**src/rtl/divider_if.sv**
```systemverilog
// Handshake and operand/result bundle between the EX stage and the iterative divider.
interface divider_if #(
   parameter int unsigned XLEN = 64
);
   logic            start_i;
   logic [1:0]      op_i;
   logic            word_i;
   logic [XLEN-1:0] dividend_i;
   logic [XLEN-1:0] divisor_i;
   logic            flush_i;
   logic            busy_o;
   logic            done_o;
   logic [XLEN-1:0] result_o;

   modport slave (
      input  start_i, op_i, word_i, dividend_i, divisor_i, flush_i,
      output busy_o, done_o, result_o
   );

   modport master (
      output start_i, op_i, word_i, dividend_i, divisor_i, flush_i,
      input  busy_o, done_o, result_o
   );
endinterface

```
**src/rtl/divider.sv**
```systemverilog
// Iterative restoring divider for RV64M DIV/DIVU/REM/REMU and their W variants.
// One quotient bit per cycle; divide-by-zero and signed overflow resolve in one cycle.
module divider #(
   parameter int unsigned XLEN = 64
) (
   input  logic     clk,
   input  logic     rst_n,
   divider_if.slave bus
);
   localparam int unsigned WLEN  = 32;
   localparam int unsigned CNT_W = 6;

   typedef enum logic [1:0] {IDLE, CALC, DONE} state_e;

   state_e          state_q, state_d;
   logic [CNT_W-1:0] cnt_q, cnt_d;
   logic [XLEN-1:0] quo_q, quo_d, rem_q, rem_d, dsr_q, dsr_d, result_q, result_d;
   logic [1:0]      op_q, op_d;
   logic            word_q, word_d, qneg_q, qneg_d, rneg_q, rneg_d, done_q, done_d;

   // Operand extension, magnitudes and special-case detection at issue time
   logic            is_signed, a_neg, b_neg, div_zero, ovf;
   logic [XLEN-1:0] a_ext, b_ext, a_mag, b_mag, min_neg, dvd_op, spec_res;

   always_comb begin
      is_signed = ~bus.op_i[0];
      if (bus.word_i) begin
         a_ext   = {{(XLEN-WLEN){bus.dividend_i[WLEN-1] & is_signed}}, bus.dividend_i[WLEN-1:0]};
         b_ext   = {{(XLEN-WLEN){bus.divisor_i[WLEN-1] & is_signed}}, bus.divisor_i[WLEN-1:0]};
         min_neg = {{(XLEN-WLEN){1'b1}}, 1'b1, {(WLEN-1){1'b0}}};
         dvd_op  = {{(XLEN-WLEN){bus.dividend_i[WLEN-1]}}, bus.dividend_i[WLEN-1:0]};
      end else begin
         a_ext   = bus.dividend_i;
         b_ext   = bus.divisor_i;
         min_neg = {1'b1, {(XLEN-1){1'b0}}};
         dvd_op  = bus.dividend_i;
      end
      a_neg    = is_signed & a_ext[XLEN-1];
      b_neg    = is_signed & b_ext[XLEN-1];
      a_mag    = a_neg ? -a_ext : a_ext;
      b_mag    = b_neg ? -b_ext : b_ext;
      div_zero = (b_ext == '0);
      ovf      = is_signed && (a_ext == min_neg) && (b_ext == '1);
      if (div_zero) spec_res = bus.op_i[1] ? dvd_op : '1;
      else          spec_res = bus.op_i[1] ? '0 : dvd_op;
   end

   // One restoring shift-subtract step and final sign/width fix-up
   logic [XLEN:0]   rem_sh;
   logic            ge;
   logic [XLEN-1:0] rem_nx, quo_nx, q_fin, r_fin, val_fin, res_fin;
   logic [CNT_W-1:0] last_cnt;

   always_comb begin
      rem_sh   = {rem_q, quo_q[XLEN-1]};
      ge       = (rem_sh >= {1'b0, dsr_q});
      rem_nx   = ge ? XLEN'(rem_sh - {1'b0, dsr_q}) : rem_sh[XLEN-1:0];
      quo_nx   = {quo_q[XLEN-2:0], ge};
      q_fin    = qneg_q ? -quo_nx : quo_nx;
      r_fin    = rneg_q ? -rem_nx : rem_nx;
      val_fin  = op_q[1] ? r_fin : q_fin;
      res_fin  = word_q ? {{(XLEN-WLEN){val_fin[WLEN-1]}}, val_fin[WLEN-1:0]} : val_fin;
      last_cnt = word_q ? CNT_W'(WLEN-1) : CNT_W'(XLEN-1);
   end

   // Next-state and datapath register updates
   always_comb begin
      state_d  = state_q;
      cnt_d    = cnt_q;
      quo_d    = quo_q;
      rem_d    = rem_q;
      dsr_d    = dsr_q;
      result_d = result_q;
      op_d     = op_q;
      word_d   = word_q;
      qneg_d   = qneg_q;
      rneg_d   = rneg_q;
      done_d   = 1'b0;
      unique case (state_q)
         IDLE: begin
            if (bus.start_i && !bus.flush_i) begin
               if (div_zero || ovf) begin
                  result_d = spec_res;
                  done_d   = 1'b1;
                  state_d  = DONE;
               end else begin
                  quo_d   = bus.word_i ? XLEN'({a_mag[WLEN-1:0], {WLEN{1'b0}}}) : a_mag;
                  rem_d   = '0;
                  dsr_d   = b_mag;
                  op_d    = bus.op_i;
                  word_d  = bus.word_i;
                  qneg_d  = a_neg ^ b_neg;
                  rneg_d  = a_neg;
                  cnt_d   = '0;
                  state_d = CALC;
               end
            end
         end
         CALC: begin
            quo_d = quo_nx;
            rem_d = rem_nx;
            cnt_d = cnt_q + CNT_W'(1);
            if (cnt_q == last_cnt) begin
               result_d = res_fin;
               done_d   = 1'b1;
               state_d  = DONE;
            end
         end
         DONE:    state_d = IDLE;
         default: state_d = IDLE;
      endcase
      if (bus.flush_i) begin
         state_d = IDLE;
         done_d  = 1'b0;
      end
   end

   always_ff @(posedge clk or negedge rst_n) begin
      if (!rst_n) begin
         state_q  <= IDLE;
         cnt_q    <= '0;
         quo_q    <= '0;
         rem_q    <= '0;
         dsr_q    <= '0;
         result_q <= '0;
         op_q     <= '0;
         word_q   <= 1'b0;
         qneg_q   <= 1'b0;
         rneg_q   <= 1'b0;
         done_q   <= 1'b0;
      end else begin
         state_q  <= state_d;
         cnt_q    <= cnt_d;
         quo_q    <= quo_d;
         rem_q    <= rem_d;
         dsr_q    <= dsr_d;
         result_q <= result_d;
         op_q     <= op_d;
         word_q   <= word_d;
         qneg_q   <= qneg_d;
         rneg_q   <= rneg_d;
         done_q   <= done_d;
      end
   end

   // busy_o is a same-cycle stall request, so it is deliberately combinational
   assign bus.busy_o   = ((state_q == IDLE) && bus.start_i && !bus.flush_i) || (state_q == CALC);
   assign bus.done_o   = done_q;
   assign bus.result_o = result_q;
endmodule

```
**src/flat_wrapper.sv**
```systemverilog
// flat-port wrapper written by rule: the top's interface ports become plain ports
module divider_flat 
#(
   parameter int unsigned XLEN = 64
)
  (clk, rst_n, bus_start_i, bus_op_i, bus_word_i, bus_dividend_i, bus_divisor_i, bus_flush_i, bus_busy_o, bus_done_o, bus_result_o);
  divider_if #(.XLEN(XLEN)) bus_i ();
  input  logic clk;
  input  logic rst_n;
  input wire logic [$bits(bus_i.start_i)-1:0] bus_start_i;
  input wire logic [$bits(bus_i.op_i)-1:0] bus_op_i;
  input wire logic [$bits(bus_i.word_i)-1:0] bus_word_i;
  input wire logic [$bits(bus_i.dividend_i)-1:0] bus_dividend_i;
  input wire logic [$bits(bus_i.divisor_i)-1:0] bus_divisor_i;
  input wire logic [$bits(bus_i.flush_i)-1:0] bus_flush_i;
  output wire logic [$bits(bus_i.busy_o)-1:0] bus_busy_o;
  output wire logic [$bits(bus_i.done_o)-1:0] bus_done_o;
  output wire logic [$bits(bus_i.result_o)-1:0] bus_result_o;
  assign bus_i.start_i = bus_start_i;
  assign bus_i.op_i = bus_op_i;
  assign bus_i.word_i = bus_word_i;
  assign bus_i.dividend_i = bus_dividend_i;
  assign bus_i.divisor_i = bus_divisor_i;
  assign bus_i.flush_i = bus_flush_i;
  assign bus_busy_o = bus_i.busy_o;
  assign bus_done_o = bus_i.done_o;
  assign bus_result_o = bus_i.result_o;
  divider #(.XLEN(XLEN)) u_core (.clk(clk), .rst_n(rst_n), .bus(bus_i));
endmodule
```
**config.mk**
```make
export PLATFORM = sky130hd
export DESIGN_NAME = divider_flat
export DESIGN_NICKNAME = d
export VERILOG_FILES = /design/src/rtl/divider_if.sv /design/src/rtl/divider.sv /design/src/flat_wrapper.sv
export SDC_FILE = /design/constraint.sdc
export NUM_CORES = 1
export LEC_CHECK = 0
export ABC_CLOCK_PERIOD_IN_PS = 5600
export CORE_MARGIN = 5
export CORE_UTILIZATION = 55
export DETAILED_ROUTE_END_ITERATION = 6
export HOLD_SLACK_MARGIN = 0.1
export PLACE_DENSITY = 0.77
export SLEW_MARGIN = 20
export SYNTH_ARGS = -nofsm -noshare
export SYNTH_HDL_FRONTEND = slang
export SYNTH_SLANG_ARGS = --single-unit
```
**constraint.sdc**
```tcl
create_clock -name clk -period 5.6 [get_ports clk]
set_clock_uncertainty 0.1 [all_clocks]
set_input_delay 1.12 -clock clk [delete_from_list [all_inputs] [get_ports clk]]
set_output_delay 1.12 -clock clk [all_outputs]
set_load 0.05 [all_outputs]
```
# [Word level (Yosys, flattened, before mapping)]
# Index checks and enable logic that the tools add are counted.
[word_totals] register_bits=270 latch_bits=0 ram_bits=0 mem_bits_ro=0 in_bits=135 word_cells=89 mem_count=0
[op_classes] addsub=6 multipliers=0 div_mod_pow=0 order_cmp=1 eq_ne=10 shifts=0 n_mux=39 n_bitwise=7 n_reduce_logical=15
[ops] op="$mux W64" count=21
[ops] op="$pmux W64 S2" count=3
[ops] op="$neg A64 Y64" count=4
[ops] op="$ge A65 B64 Y1" count=1
[ops] op="$eq A64 B64 Y1" count=1
[ops] op="$eq A64 B64 Y1 const B" count=1
[ops] op="$logic_not A64 Y1" count=1
[ops] op="$sub A64 B64 Y64" count=1
[ops] op="$mux W63" count=1
[ops] op="$mux W6" count=3
[ops] op="$pmux W6 S2" count=1
[ops] op="$mux W2" count=4
[ops] op="$add A6 B1 Y6 const B" count=1
[ops] op="$eq A6 B6 Y1" count=1
[ops] op="$ne A2 B1 Y1 const B" count=3
[ops] op="$ne A3 B2 Y1 const B" count=2
[ops] op="$reduce_and A3 Y1" count=2
[ops] op="$logic_and A1 B1 Y1" count=5
[ops] op="$and A1 B1 Y1" count=4
[ops] op="$mux W1" count=4
[ops] op="$pmux W2 S2" count=1
[ops] op="$reduce_and A4 Y1" count=1
[ops] op="$eq A2 B1 Y1 const B" count=1
[ops] op="$logic_not A2 Y1" count=1
[ops] op="other kinds (8)" count=10

# [Logic depth before layout (Yosys ltp)]
# Gate-level depths: netlist of the first run.
[depth] depth_word=11 ltp_mapped=29

# [Worst setup path after synthesis of the first run]
# OpenSTA, ideal clock, no wires.
[synth_path] path_kind="register to register" startpoint="reg u_core.rem_q[20]" endpoint="reg u_core.result_q[52], in the netlist u_core.bus.result_o[52]" arrival_ps=5825 required_time_ps=5374 slack_ps=-451 path_stages_with_launch=29 path_buffers=7 path_cell_list="dfrtp_1 ha_1 buf_2 nand4_4 or3_4 nor4_2 o21ai_1 and3_1 buf_6 o21ai_4 buf_2 buf_2 buf_2 buf_2 buf_2 nand2_1 o21ai_0 ha_1 inv_1 nor2_1 nand3b_1 nor2b_1 nand3b_1 o31ai_2 nand4b_2 nor2_1 mux2i_1 a21oi_1 a221o_1"
[synth_between] elab_chain_len=8 word_cells_on_any_way=11 cone_classes="add/sub (3); order compare (1); mux (7)"
[synth_lines] element="start: declaration" line_no="divider.sv:17" text="logic [XLEN-1:0] quo_q, quo_d, rem_q, rem_d, dsr_q, dsr_d, result_q, result_d;"
[synth_lines] element="start signal: assignment" line_no="divider.sv:135" text="rem_q <= rem_d;"
[synth_lines] element="$sub A64 B64 Y64 or $ge A65 B64 Y1 (tied branches)" line_no="divider.sv:57, divider.sv:56"
[synth_lines] element="$mux W64" line_no="divider.sv:57" text="rem_nx = ge ? XLEN'(rem_sh - {1'b0, dsr_q}) : rem_sh[XLEN-1:0];"
[synth_lines] element="$neg A64 Y64" line_no="divider.sv:60" text="r_fin = rneg_q ? -rem_nx : rem_nx;"
[synth_lines] element="$mux W64" line_no="divider.sv:60"
[synth_lines] element="$mux W64 *" line_no="divider.sv:61" text="val_fin = op_q[1] ? r_fin : q_fin;"
[synth_lines] element="$mux W64 *" line_no="divider.sv:62" text="res_fin = word_q ? {{(XLEN-WLEN){val_fin[WLEN-1]}}, val_fin[WLEN-1:0]} : val_fin;"
[synth_lines] element="$mux W64 *" line_no="divider.sv:103" text="if (cnt_q == last_cnt) begin"
[synth_lines] element="$pmux W64 S2 *" line_no="divider.sv:79" text="unique case (state_q)"
[synth_lines] element="end signal: assignment" line_no="divider.sv:137" text="result_q <= result_d;"
[synth_lines] element="end: declaration" line_no="divider.sv:17"
# Every way passes the cells marked *; elsewhere a longest branch is shown, timed or not. The select of a mux whose other input is x is not followed.
# A chain may end at the register's enable or synchronous reset.

# [Worst setup path in the final report of the first run]
[layout_path] startpoint="reg u_core.rem_q[19]" endpoint="reg u_core.result_q[55], in the netlist u_core.bus.result_o[55]"
# Same word-level chain as after synthesis.

==> flow_metrics.py, run 1 <==
metrics = {
    "finish": {
        "seqCellArea_um2": 6740,
        "most-common-layout-cells": "374 x o21ai_0, 372 x a21oi_1, 357 x nand2_1, 343 x nor2_1, 267 x dfrtp_1",
        "final_nets": 3966,
        "final_common_cell": "o21ai_0",
        "nFillCells": 4084,
        "multi_input_area_um2": 17900,
        "drive_gt1_frac": 0.105,
        "layout.cell_area.non_filler_um2": 30800,
        "areaGrowthSynthToFinish_pct": 19.6,
    },
    "synthesis": {
        "yosys.area.top_type": "dfrtp_1",
        "yosysUniqueCellTypes": 104,
        "synth_area_um2": 25800,
        "async_flop_share": 1.00,
        "ys_seq_area_frac": 0.261,
        "synth_top_flop_cell": "dfrtp_1",
        "synth_area_leaders": "dfrtp_1 26%, a21oi_1 7.3%, o21ai_0 7.3%",
        "netlist_instances": 3533,
        "ys_warn_count": 0,
        "synth_edf_count": 0,
        "syn-num-nets": 3739,
        "avgSynthCellArea_um2": 7.30,
        "synth_seq_cells": 269,
        "yosysTopAreaCellShare": 0.261,
    },
    "floorplan": {
        "num_io_pins": 201,
        "initial_utilization": 0.555,
        "design.core.area_um2": 46500,
        "die_h_um": 226,
        "fp-row-count": 79,
        "chipWidth_um": 226,
        "die-area_um2": 51300,
    },
    "pwr": {
        "static-leakage-power_nw": 12.6,
        "ir_drop_mv": 0.438,
        "power_density_nw_per_um2": 529,
        "finalPower_mw": 16.3,
    },
    "run": {
        "max-cap-violations": 0,
    },
    "timing": {
        "final.period_utilization": 0.977,
        "worstMarginPinSlew_ns": 1.13,
        "setup_viol": 0,
        "fmax_mhz": 183,
        "maxSlewHeadroom": 0.243,
        "min_period_ns": 5.47,
        "hold_viol": 0,
        "drv_slew": 0,
    },
    "detailed_routing": {
        "dr_total_vias": 30700,
        "routed_wl_um": 116000,
        "firstDrtPassIters": 7,
        "drtIter0Drc": 4703,
        "ant_nets": 0,
        "wl_per_cell_um": 26.5,
        "via_per_inst": 6.98,
        "post-route-drc-count": 23,
    },
    "critical_path": {
        "endpoint": "u_core.bus.result_o[55]$_DFFE_PN0P_",
        "startpoint_type": "register",
        "cp.required_ns": 6.02,
        "crit_fanout": 7,
        "reg2reg_from": "u_core.rem_q[19]$_DFFE_PN0P_",
        "r2r_cells": 16,
        "rr_endpoint": "u_core.bus.result_o[55]$_DFFE_PN0P_",
        "setup.worst_path.class": "register to register",
        "worst_ep_arrival_time_ns": 5.89,
        "cp-end-kind": "register",
        "r2r_setup_slack_ns": 0.13,
        "worstSetupStartpoint": "u_core.rem_q[19]$_DFFE_PN0P_",
    },
    "grt": {
        "grt_pass1_vias": 28200,
        "grt.overflow.total": 0,
        "track_usage": 0.434,
        "grt_first_pass_wirelength_um": 172000,
        "antenna_found_initial": 9,
        "grt_start_max_net_pins": 106,
    },
    "status": {
        "violations": "design-rule violations",
        "outcome": "finished, violations left",
    },
    "placed_design": {
        "place.gp.congestion": 1.11,
        "port_buffers": 200,
        "dpl.hpwl_um": 90600,
        "dpl-instance-area_um2": 29600,
    },
    "cts": {
        "clkLatencyLatePin_ns": 0.61,
        "clk_pin_slew_worst_paths_ns": 0.06,
        "cts_hold_buffers": 0,
        "clkSinkCount": 269,
        "root_buffer": "clkbuf_16",
        "post_cts_buffers": 0,
        "cts_max_level": 1,
        "clock_path_buffers": 3,
        "cts_tree": "built",
        "post_cts_resized": 0,
        "cts_buffers": 31,
    },
    "worst_hold_path": {
        "worstHoldPathType": "register to register",
    },
}
[report_power, final]
part	switching [mW]	internal [mW]
logic	7.06	3.89
clock network	0.912	1.33
registers	0.707	2.41
[layout make-up]
| cell class | count | area share |
|---|---|---|
| clock inverters | 13 | 0.00601 |
| flip-flops and latches | 269 | 0.219 |
| repair buffers | 440 | 0.128 |
| diodes | 3 | 0.000244 |
| inverters | 107 | 0.0131 |
| multi-input cells | 2911 | 0.580 |
| well taps | 607 | 0.0246 |
| clock buffers | 44 | 0.0300 |
[stage by stage]
step           worst slack, ns  hold slack, ns  TNS (ns)   util  cells
3_3_place_gp            0.0926           0.364         0  0.636   4334
6_report                 0.129           0.383         0  0.663   4394
2_1_floorplan           0.0291           0.346         0      -   3533
3_5_place_dp             0.107           0.370         0  0.636   4334
5_1_grt                -0.0524           0.402    -0.179  0.663   4391
4_1_cts                 0.0905           0.383         0  0.660   4391
[worst min path at each step]
| stage | end | slack, ns | startpoint | depth (start not counted) |
|---|---|---|---|---|
| finish | u_core.bus.result_o[55]$_DFFE_PN0P_ | 0.38 | u_core.bus.result_o[55]$_DFFE_PN0P_ | 2 |
| global route | u_core.bus.result_o[15]$_DFFE_PN0P_ | 0.40 | u_core.bus.result_o[15]$_DFFE_PN0P_ | 2 |
| CTS | u_core.dsr_q[39]$_DFFE_PN0P_ | 0.38 | u_core.dsr_q[39]$_DFFE_PN0P_ | 2 |
| detailed placement | u_core.dsr_q[39]$_DFFE_PN0P_ | 0.37 | u_core.dsr_q[39]$_DFFE_PN0P_ | 2 |
| global placement | u_core.dsr_q[38]$_DFFE_PN0P_ | 0.36 | u_core.dsr_q[38]$_DFFE_PN0P_ | 2 |
| floorplan | u_core.dsr_q[59]$_DFFE_PN0P_ | 0.35 | u_core.dsr_q[59]$_DFFE_PN0P_ | 2 |
[registers in the layout, summed over array words and instances, names as in the netlist]
| register | flops |
|---|---|
| u_core.rneg_q | 1 |
| u_core.bus.done_o | 1 |
| u_core.rem_q | 64 |
| u_core.qneg_q | 1 |
| u_core.dsr_q | 64 |
| u_core.quo_q | 64 |
| u_core.state_q | 2 |
| u_core.bus.result_o | 64 |
| u_core.op_q | 1 |
| u_core.cnt_q | 6 |
| u_core.word_q | 1 |
[synth_stat cells (all sizes together), types with 26 or more instances]
cell type,instances
o21ai,393
a21oi,381
nand2,359
nor2,347
dfrtp,269
clkbuf,185
xnor2,148
nor3,136
inv,106
xor2,104
nand3,103
o31ai,74
ha,70
nand4,64
a211oi,62
buf,61
mux2i,53
a21o,52
nor4,43
or3,36
a31oi,33
o211ai,32
and2,26
nor2b,26
[critical path, stage by stage (launching register included)]
cell       delay, ns
dfrtp_1         0.48
ha_1            0.47
nand4_1         0.16
buf_4           0.19
or4_1           0.52
a221oi_2        0.52
or2_1           0.21
o21ai_0         0.19
xnor2_1         0.36
o41ai_4         0.44
o2111ai_2       0.21
or3b_1          0.43
buf_4           0.20
o41ai_4         0.30
xnor2_1         0.20
a21oi_1         0.13
o31ai_1         0.26
[cells by family (layout without fill, tap and decap cells)]
| family | Yosys count | count (layout) | share of synthesized area |
|---|---|---|---|
| flip-flops | 269 | 269 | 0.261 |
| AND/OR/NAND/NOR | 1283 | 1283 | 0.239 |
| AO/OA/AOI/OAI | 1244 | 1244 | 0.300 |
| adder cells (fa/ha/maj) | 71 | 71 | 0.0348 |
| buffers and inverters | 353 | 604 | 0.0548 |
| multiplexers | 61 | 61 | 0.0241 |
| other | 0 | 3 | 0 |
| XOR/XNOR | 252 | 252 | 0.0856 |
[routing by layer]
layer  part of all wire  global-route usage  vias up
met1               0.38               0.582    14500
li1                   -                   -    13400
met4              0.055               0.176        4
met2               0.43               0.658     2306
met5            0.00028                   0        -
met3               0.14               0.131      473
No activity file was read; power rests on OpenSTA's default activity.
==> run 2, diff against run 1 <==
--- a/config.mk
+++ b/config.mk
@@ -5,12 +5,11 @@
 export SDC_FILE = /design/constraint.sdc
 export NUM_CORES = 1
 export LEC_CHECK = 0
-export ABC_CLOCK_PERIOD_IN_PS = 5600
 export CORE_MARGIN = 5
-export CORE_UTILIZATION = 55
+export CORE_UTILIZATION = 50
 export DETAILED_ROUTE_END_ITERATION = 6
 export HOLD_SLACK_MARGIN = 0.1
-export PLACE_DENSITY = 0.77
+export PLACE_DENSITY = 0.71
 export SLEW_MARGIN = 20
 export SYNTH_ARGS = -nofsm -noshare
 export SYNTH_HDL_FRONTEND = slang
==> flow_metrics.py, run 2 (same netlist as run 1, synthesis figures left out) <==
metrics = {
    "pwr": {
        "static-leakage-power_nw": 12.5,
        "combPwrFrac": 0.671,
        "p_seq_frac": 0.193,
        "switching_share": 0.533,
        "clkPwrFrac": 0.136,
        "ir_drop_mv": 0.425,
        "power_density_nw_per_um2": 523,
        "p_switching_mw": 8.58,
        "internal_power_mw": 7.51,
    },
    "detailed_routing": {
        "firstDrtPassIters": 6,
        "via_per_inst": 6.56,
        "dr_total_vias": 29100,
        "wl_per_cell_um": 25.1,
        "drtIter0Drc": 3972,
        "post-route-drc-count": 0,
        "routed_wl_um": 111000,
        "ant_nets": 0,
    },
    "critical_path": {
        "worstSetupStartpoint": "u_core.quo_q[63]$_DFFE_PN0P_",
        "crit_fanout": 14,
        "cp.required_ns": 5.93,
        "worst_ep_arrival_time_ns": 5.87,
        "cp-end-kind": "register",
        "slowest_delay_ns": 0.48,
        "cp.buffers_inverters": 4,
        "cp_cell_sequence": "inv_1, ha_1, inv_1, fa_1, a21o_1, a221oi_1, o21ai_0, a2111o_1, nand3_1, nor3b_1, a41o_1, o2111ai_2, buf_4, mux2i_1, a221oi_2, buf_4, o21ai_0, a21oi_1, o21ai_1",
        "cp_slowest_cell": "a221oi_2",
        "path_delay_family": "compound AO/OA/AOI/OAI gates",
        "setup.worst_path.class": "register to register",
        "startpoint_type": "register",
        "reg2reg_from": "u_core.quo_q[63]$_DFFE_PN0P_",
    },
    "finish": {
        "areaGrowthSynthToFinish_pct": 19.3,
        "final_nets": 3946,
        "final_common_cell": "o21ai_0",
        "diodes": 0,
        "most-common-layout-cells": "374 x o21ai_0, 373 x a21oi_1, 358 x nand2_1, 344 x nor2_1, 268 x dfrtp_1",
        "layout.cell_area.non_filler_um2": 30700,
        "drive_gt1_frac": 0.0980,
    },
    "floorplan": {
        "initial_utilization": 0.503,
        "num_io_pins": 201,
        "die_h_um": 237,
        "die-area_um2": 56200,
        "design.core.area_um2": 51200,
        "chipWidth_um": 237,
        "fp-row-count": 83,
    },
    "grt": {
        "use_met3": 0.0829,
        "grt.overflow.total": 0,
        "track_usage": 0.375,
        "met1_usage": 0.535,
        "grt_start_max_net_pins": 130,
        "antenna_found_initial": 3,
        "grt.busiest_layer": "met2",
        "use_met2": 0.563,
        "grt_pass1_vias": 26300,
        "grt_first_pass_wirelength_um": 166000,
    },
    "timing": {
        "min_period_ns": 5.55,
        "hold_viol": 0,
        "setup_viol": 0,
        "final.period_utilization": 0.991,
        "hold_ws_ns": 0.375,
        "worstMarginPinSlew_ns": 0.899,
        "fmax_mhz": 180,
        "maxSlewHeadroom": 0.399,
        "drv_slew": 0,
    },
    "cts": {
        "clk_pin_slew_worst_paths_ns": 0.06,
        "cts_buffers": 34,
        "clkLatencyLatePin_ns": 0.56,
        "cts_max_level": 2,
        "cts_hold_buffers": 0,
        "clkSinkCount": 269,
        "cts_tree": "built",
        "root_buffer": "clkbuf_16",
        "clock_path_buffers": 3,
    },
    "worst_hold_path": {
        "min_from": "u_core.bus.result_o[17]$_DFFE_PN0P_",
        "worstHoldPathType": "register to register",
    },
    "run": {
        "max-cap-violations": 0,
    },
    "placed_design": {
        "port_buffers": 200,
        "place.gp.congestion": 1.06,
        "dpl.hpwl_um": 87800,
        "dpl-instance-area_um2": 29600,
    },
    "status": {
        "outcome": "finished, final reports clean",
    },
}
## run 2: worst paths after layout
| check | end | slack, ns | cells past startpoint |
|---|---|---|---|
| setup / recovery | u_core.bus.result_o[47]$_DFFE_PN0P_ | 0.05 | 19 |
| min in group asynchronous | u_core.cnt_q[5]$_DFFE_PN0P_ | 0.54 | 1 |
| hold / removal | u_core.bus.result_o[17]$_DFFE_PN0P_ | 0.38 | 1 |
| setup reg to reg | u_core.bus.result_o[47]$_DFFE_PN0P_ | 0.05 | 19 |
| max in group asynchronous | u_core.dsr_q[30]$_DFFE_PN0P_ | 3.80 | 2 |
| hold reg to reg | u_core.bus.result_o[17]$_DFFE_PN0P_ | 0.38 | 1 |
## run 2: routing by layer
metal | wire (um) | part of all wire
met1 | 46000 | 0.41
met2 | 47900 | 0.43
met3 | 12800 | 0.11
met4 | 4800 | 0.043
met5 | 11 | 0.000099
## run 2: area by class of cell
cell class | instances | area, um2
fill | 4833 | 20500
clock inverter | 13 | 103
inverter | 107 | 404
multi-input combinational | 2911 | 17800
timing repair buffer | 417 | 3850
tap | 680 | 851
clock buffer | 48 | 955
sequential | 269 | 6740
## run 2: power by group through the flow
stage,registers [mW],clock network (mW),logic (mW)
floorplan,2.84,0,6.76
global placement,3.08,0,10.3
detailed placement,3.09,0,10.3
CTS,3.06,2.19,10.4
global route,3.15,2.28,11.4
finish,3.11,2.18,10.8
## run 2: repair_timing
action,in CTS,in global routing
pin swaps,0,7
gates resized for setup,1,30
setup endpoints to repair,5,26
buffers inserted,0,2
cloned,0,0
hold endpoints to repair,0,0
## run 2: per-stage QoR
stage / cells / setup slack (ns) / util / power (mW) / setup TNS, ns
finish: 4445 / 0.0522 / 0.600 / 16.1 / 0
global route: 4445 / -0.0476 / 0.600 / 16.9 / -0.203
global placement: 4382 / 0.0281 / 0.577 / 13.4 / 0
detailed placement: 4382 / -0.0356 / 0.577 / 13.4 / -0.0376
CTS: 4443 / 0.0314 / 0.598 / 15.7 / 0
floorplan: 3533 / 0.0291 / - / 9.60 / 0
